--- config.mk ---
export PLATFORM = sky130hd
export DESIGN_NAME = multi_clk_div_flat
export DESIGN_NICKNAME = d
export VERILOG_FILES = /design/src/rtl/multi_clk_div_if.sv /design/src/rtl/multi_clk_div.sv /design/src/flat_wrapper.sv
export SDC_FILE = /design/constraint.sdc
export NUM_CORES = 1
export LEC_CHECK = 0
export CORE_ASPECT_RATIO = 0.7
export CORE_MARGIN = 2
export CORE_UTILIZATION = 65
export DETAILED_ROUTE_END_ITERATION = 12
export PLACE_DENSITY = 0.85
export SETUP_SLACK_MARGIN = 0.15
export SLEW_MARGIN = 15
export SYNTH_ARGS = -nofsm -noshare
export SYNTH_HDL_FRONTEND = slang
export SYNTH_SLANG_ARGS = --single-unit
--- constraint.sdc ---
create_clock -name clk_in -period 29.5 [get_ports clk_in]
set_clock_uncertainty 0.1 [all_clocks]
set_input_delay 4.425 -clock clk_in [delete_from_list [all_inputs] [get_ports clk_in]]
set_output_delay 4.425 -clock clk_in [all_outputs]
set_load 0.01 [all_outputs]
--- src/rtl/multi_clk_div_if.sv ---
// Divisor-load handshake bundle for multi_clk_div.
// The master drives a load request; the slave (divider) answers with cfg_ready.
interface multi_clk_div_if #(
  parameter int unsigned NCH = 4,
  parameter int unsigned CW  = 26
);
  localparam int unsigned CHW = (NCH > 1) ? $clog2(NCH) : 1;

  logic           cfg_valid;
  logic [CHW-1:0] cfg_ch;
  logic [CW-1:0]  cfg_div;
  logic           cfg_ready;

  modport master (
    output cfg_valid,
    output cfg_ch,
    output cfg_div,
    input  cfg_ready
  );

  modport slave (
    input  cfg_valid,
    input  cfg_ch,
    input  cfg_div,
    output cfg_ready
  );
endinterface

--- src/rtl/multi_clk_div.sv ---
// Multi-channel programmable clock divider.
// Each channel counts 0..div and strobes tick on the terminal count; clk_out either toggles
// there (mode 0) or mirrors tick (mode 1). New divisors are staged in a pending slot and
// swapped in at the channel's next terminal (or immediately when the channel is disabled),
// so a period is never shortened.
// Optional: define CLKDIV_EVENT_CNT_EN to add ev_cnt, an 8-bit wrapping terminal counter per
// channel.
module multi_clk_div #(
  parameter int unsigned NCH         = 4,
  parameter int unsigned CW          = 26,
  parameter int unsigned DEFAULT_DIV = 22_000_000
) (
  input  logic               clk_in,
  input  logic               rst,
  input  logic [NCH-1:0]     en,
  input  logic [NCH-1:0]     mode,
  multi_clk_div_if.slave     cfg,
  output logic [NCH-1:0]     clk_out,
  output logic [NCH-1:0]     tick
`ifdef CLKDIV_EVENT_CNT_EN
  ,
  output logic [NCH*8-1:0]   ev_cnt
`endif
);

  localparam int unsigned CHW = (NCH > 1) ? $clog2(NCH) : 1;

  logic [NCH-1:0][CW-1:0] cnt_q, cnt_d;
  logic [NCH-1:0][CW-1:0] div_q, div_d;
  logic [NCH-1:0][CW-1:0] pdiv_q, pdiv_d;
  logic [NCH-1:0]         pend_q, pend_d;
  logic [NCH-1:0]         tick_q, tick_d;
  logic [NCH-1:0]         clk_q, clk_d;
  logic [NCH-1:0]         term;
  logic                   cfg_fire;
`ifdef CLKDIV_EVENT_CNT_EN
  logic [NCH-1:0][7:0]    ev_q, ev_d;
`endif

  // Back-pressure only a valid channel that already holds an unapplied divisor.
  always_comb begin
    cfg.cfg_ready = 1'b1;
    for (int i = 0; i < NCH; i++) begin
      if (cfg.cfg_ch == CHW'(i) && pend_q[i]) cfg.cfg_ready = 1'b0;
    end
  end

  assign cfg_fire = cfg.cfg_valid && cfg.cfg_ready;

  // Per-channel next state: counter, strobe, output, divisor staging.
  always_comb begin
    cnt_d  = cnt_q;
    div_d  = div_q;
    pdiv_d = pdiv_q;
    pend_d = pend_q;
    tick_d = '0;
    clk_d  = '0;
    term   = '0;
`ifdef CLKDIV_EVENT_CNT_EN
    ev_d   = ev_q;
`endif
    for (int i = 0; i < NCH; i++) begin
      term[i] = en[i] && (cnt_q[i] == div_q[i]);
      if (en[i]) begin
        cnt_d[i]  = term[i] ? '0 : cnt_q[i] + CW'(1);
        tick_d[i] = term[i];
        clk_d[i]  = mode[i] ? term[i] : (clk_q[i] ^ term[i]);
      end else begin
        cnt_d[i] = '0;
      end
      // Swap uses the pending value from before this edge, so a load that lands on a
      // terminal waits for the following one.
      if (pend_q[i] && (term[i] || !en[i])) begin
        div_d[i]  = pdiv_q[i];
        pend_d[i] = 1'b0;
      end
      if (cfg_fire && cfg.cfg_ch == CHW'(i)) begin
        pdiv_d[i] = cfg.cfg_div;
        pend_d[i] = 1'b1;
      end
`ifdef CLKDIV_EVENT_CNT_EN
      if (term[i]) ev_d[i] = ev_q[i] + 8'd1;
`endif
    end
  end

  // State registers; reset restores the default divisor and drops staged loads.
  always_ff @(posedge clk_in or posedge rst) begin
    if (rst) begin
      cnt_q  <= '0;
      div_q  <= {NCH{CW'(DEFAULT_DIV)}};
      pdiv_q <= '0;
      pend_q <= '0;
      tick_q <= '0;
      clk_q  <= '0;
`ifdef CLKDIV_EVENT_CNT_EN
      ev_q   <= '0;
`endif
    end else begin
      cnt_q  <= cnt_d;
      div_q  <= div_d;
      pdiv_q <= pdiv_d;
      pend_q <= pend_d;
      tick_q <= tick_d;
      clk_q  <= clk_d;
`ifdef CLKDIV_EVENT_CNT_EN
      ev_q   <= ev_d;
`endif
    end
  end

  assign clk_out = clk_q;
  assign tick    = tick_q;
`ifdef CLKDIV_EVENT_CNT_EN
  assign ev_cnt  = ev_q;
`endif

endmodule

--- src/flat_wrapper.sv ---
// flat-port wrapper written by rule: the top's interface ports become plain ports
module multi_clk_div_flat 
#(
  parameter int unsigned NCH         = 4,
  parameter int unsigned CW          = 26,
  parameter int unsigned DEFAULT_DIV = 22_000_000
)
  (clk_in, rst, en, mode, clk_out, tick, cfg_cfg_valid, cfg_cfg_ch, cfg_cfg_div, cfg_cfg_ready);
  multi_clk_div_if #(.NCH(NCH), .CW(CW)) cfg_i ();
  input  logic clk_in;
  input  logic rst;
  input  logic [NCH-1:0] en;
  input  logic [NCH-1:0] mode;
  output logic [NCH-1:0] clk_out;
  output logic [NCH-1:0] tick;
  input wire logic [$bits(cfg_i.cfg_valid)-1:0] cfg_cfg_valid;
  input wire logic [$bits(cfg_i.cfg_ch)-1:0] cfg_cfg_ch;
  input wire logic [$bits(cfg_i.cfg_div)-1:0] cfg_cfg_div;
  output wire logic [$bits(cfg_i.cfg_ready)-1:0] cfg_cfg_ready;
  assign cfg_i.cfg_valid = cfg_cfg_valid;
  assign cfg_i.cfg_ch = cfg_cfg_ch;
  assign cfg_i.cfg_div = cfg_cfg_div;
  assign cfg_cfg_ready = cfg_i.cfg_ready;
  multi_clk_div #(.NCH(NCH), .CW(CW), .DEFAULT_DIV(DEFAULT_DIV)) u_core (.clk_in(clk_in), .rst(rst), .en(en), .mode(mode), .cfg(cfg_i), .clk_out(clk_out), .tick(tick));
endmodule
# Word level (Yosys, flattened, before mapping)
# Cells that the tools add are included.
# classes
add_sub_neg	4
eq_ne	7
bitwise	4
reduce_logical	30
n_mux	32
# ops
op	n
$mux W26	8
$add A26 B1 Y26 const B	4
$eq A26 B26 Y1	4
$mux W1	24
$logic_and A1 B1 Y1	17
$reduce_bool A2 Y1	4
$eq A2 B2 Y1 const B	2
$logic_not A1 Y1	4
$logic_or A1 B1 Y1	4
$xor A1 B1 Y1	4
$eq A2 B1 Y1 const B	1
$logic_not A2 Y1	1
# totals
elab_cells	95
out_inout_bits	9
inputBits	39
reg_bits	324

# Logic depth before layout (Yosys ltp)
# logic_depth
word_depth	9
depth_mapped	8
mapped_depth_nobuf	6

# Least setup slack after synthesis
# No wires, ideal clock.
# synth_path
kind	input to output
from	input cfg_cfg_ch[0]
to	output cfg_cfg_ready
setup_slack_ps	19724
t_required_ps	24975
path_buffers	1
stages	3
arrival_time_ps	5251
path_cell_list	clkbuf_1 -> mux4_2 -> inv_1
# synth_between
elab_chain_len	6
elab_cells_between_ends	12
cone_classes	eq/ne: 3; mux: 4; reduce/logical: 5
# synth_lines
element	line	source
start: declaration	flat_wrapper.sv:17	input wire logic [$bits(cfg_i.cfg_ch)-1:0] cfg_cfg_ch;
$logic_not A2 Y1	multi_clk_div.sv:44	if (cfg.cfg_ch == CHW'(i) && pend_q[i]) cfg.cfg_ready = 1'b0;
$logic_and A1 B1 Y1	multi_clk_div.sv:44	
$mux W1 (3 in series)	multi_clk_div.sv:44	
$mux W1 (*)	multi_clk_div.sv:44	
end: declaration	flat_wrapper.sv:19	output wire logic [$bits(cfg_i.cfg_ready)-1:0] cfg_cfg_ready;
# Mark *: on every way between the ends. The rest lies on a longest branch, timed or not.

# Worst setup path in the final report
# Same ends and word-level chain as after synthesis.

==> out/qor.yml <==
cts_buffer_depth: 3
hold_path.startpoint: "u_core.pdiv_q[92]"
post-route-util_pct: 73.10
initial_core_utilization_pct: 65.75
routed-via-count: 8897
arrival_time_at_the_worst_endpoint_ns: 6.37
worst_r2r_startpoint: "u_core.cnt_q[5]"
design.portCount: 48
finalSetupViolations: 0
cts_inserted_buffers: 29
syn-cell-area_mm2: 0.01480
io_buffers: 47
critical_path_rt_ns: 24.97
timing.hold.worst_endpoint: "u_core.div_q[92]"
standard_cell_core_area_mm2: 0.02250
worstReg2RegEnd: "u_core.div_q[9]"
grt_start_max_net_pins: 112
drt.antenna.violating_nets: 0
yosysWarnings: 0
drt_pre_antenna_iters: 6
worst-slew-pin-transition_ns: 1.122
post-synth-top-area-cell: "sky130_fd_sc_hd__dfrtp_1"
finalHoldViolations: 0
grt_pass1_wl_mm: 49.81
via_per_inst: 5.804
cts_num_sinks: 324
power_leakage_nw: 7.371
maxCapViolCount: 0
reg2reg_slack_ns: 26.68
finalWeightedCongestion: 0.8267
row_count: 46
grt_antenna_before_repair: 1
most_common_cell_after_layout_fill_and_taps_aside: "sky130_fd_sc_hd__dfrtp_1"
detail_route.iter0.violations: 673
status: "finished, final reports clean"
grtUsageTotal_pct: 27.11
die_h_um: 130.2
first_global_vias: 9079
relSlewSlack_pct: 24.48
portion_of_the_post_synthesis_area_used_by_sequential_elements_pct: 55.17
globalRoute.totalOverflow: 0
cts.reportedPaths.clkPinSlew_ns: 0.06
drc_errors: 0
post_synth_num_cell_types: 36
drive_gt1_share_pct: 26.31
path_class: "in2out"
worstRegToRegCells: 6
clock_tree_from_tritoncts: "built"
hold_buffers: 0
design.die.area_mm2: 0.02401
rsz_0062_raised_after_global_routing: "no"
cts-resized-gates: 0
synthDominantCellAreaShare_pct: 47.35
min_clock_period_post_route_ns: 10.89
cellPowerDensity_mw_per_mm2: 77.11
clock.fmax_ghz: 0.09179
mostFrequentLayoutCells: "sky130_fd_sc_hd__dfrtp_1 (280), sky130_fd_sc_hd__xor2_1 (135), sky130_fd_sc_hd__mux2_2 (128)"
hold_path_depth: 1
cp-end-kind: "primary output"
route.final.wire_length_mm: 31.32
holdCritPathClass: "reg2reg"
postSynthNetCount: 1187
synthesis.instances: 1144
count_of_buffers_added_by_post_cts_timing_repair_for_setup: 0
die_w_um: 184.3
clock-root-buffer: "sky130_fd_sc_hd__clkbuf_16"
synth_area_per_cell_um2: 12.93
detailedPlacementHpwl_mm: 20.97
synth.area.top_cells: "sky130_fd_sc_hd__dfrtp_1 (47%), sky130_fd_sc_hd__mux2_2 (9.7%), sky130_fd_sc_hd__mux2_4 (8.1%)"
critPathLaunchType: "primary input"
worstPathMaxFanout: 5
cts_htree_levels: 1
num-nets-final: 1241
wire_per_inst_um: 20.43
worst_ir_drop_vdd_uv: 56.78
syn_to_final_growth_pct: 11.17
clk-insertion-delay-late_ns: 0.55
final_max_slew_viol_count: 0
n_fill_cell: 1449
post_route_setup_tns_ns: 0
ys_seq_elements: 324
final.period_utilization_pct: 36.93
-- critical path: stages --
cell	delay, ns
sky130_fd_sc_hd__clkdlybuf4s50_1	0.66
sky130_fd_sc_hd__mux4_2	0.55
sky130_fd_sc_hd__inv_1	0.16
sky130_fd_sc_hd__clkdlybuf4s50_1	0.56
-- worst max-delay path by stage --
| stage | from | endpoint |
|---|---|---|
| detailed placement | cfg_cfg_ch[0] | cfg_cfg_ready |
| finish | cfg_cfg_ch[0] | cfg_cfg_ready |
| global placement | cfg_cfg_ch[0] | cfg_cfg_ready |
| floorplan | rst | u_core.clk_out[0] |
| CTS | cfg_cfg_ch[0] | cfg_cfg_ready |
| global route | cfg_cfg_ch[0] | cfg_cfg_ready |
-- cells in the mapped netlist (all sizes together) --
cell,instances
or3,1
nor2,121
nor4b,1
and4,7
nor4,31
dfstp,44
o21ai,6
clkbuf,25
nor3,23
nand2,33
xnor2,64
buf,15
ha,4
nand3b,4
o31ai,4
or4,3
nand4b,1
and3,16
nand2b,4
nand4,33
and2,7
o21bai,3
inv,24
a21oi,1
xor2,135
mux4,1
o41a,4
mux2,208
mux2i,4
nand3,37
dfrtp,280
-- registers in the layout, summed over array words and instances, names as in the netlist --
register and count:
u_core.tick 4, u_core.cnt_q 104, u_core.pdiv_q 104, u_core.clk_out 4, u_core.div_q 104, u_core.pend_q 4
-- where the power goes --
group,internal (W),total [W],switching (W)
Combinational,0.000152,0.000240,0.0000880
Clock,0.000209,0.000371,0.000162
Sequential,0.000572,0.000658,0.0000851
Total,0.000933,0.00127,0.000335
-- routing by layer --
| metal | wire (um) | track usage [%] | vias up |
|---|---|---|---|
| met3 | 2109 | 6.335 | 52 |
| met5 | 0 | 0 | - |
| met1 | 14080 | 37.74 | 4585 |
| li1 | - | - | 4038 |
| met4 | 620 | 6.400 | 0 |
| met2 | 14510 | 43.94 | 222 |
-- kinds of logic (layout without fill, tap and decap cells) --
logic type	Yosys count	count (layout)	synth area share, %
other cells	0	1	0
xor+xnor	199	199	11.78
mux	213	213	18.28
fa+ha+maj	4	4	0.3383
simple gates	322	322	10.79
flops	324	324	55.17
compound gates	18	18	1.032
buf+inv	64	140	2.613
-- stage by stage --
| stage | instance area [um^2] | hold slack (ns) | power, W | instances | setup slack [ns] |
|---|---|---|---|---|---|
| final | 16450 | 0.4007 | 0.001268 | 1533 | 18.61 |
| after global routing | 16450 | 0.4148 | 0.001323 | 1532 | 18.54 |
| after CTS | 16440 | 0.4003 | 0.001274 | 1532 | 18.59 |
| after detailed placement | 15510 | 0.3864 | 0.0008998 | 1479 | 18.59 |
| after global placement | 15510 | 0.3821 | 0.0008823 | 1479 | 18.61 |
| after floorplan | 14800 | 0.3749 | 0.0008309 | 1144 | 16.08 |
-- final cells by class --
cell class	count	area [um^2]	area share [%]
flip-flops and latches	324	8163	49.62
inverters	24	97.59	0.5933
diodes	1	2.502	0.01521
multi-input cells	756	6274	38.14
well taps	312	390.4	2.373
clock buffers	50	914.6	5.560
repair buffers	63	590.6	3.590
clock inverters	3	17.52	0.1065
No activity file was read; power rests on OpenSTA's default activity.
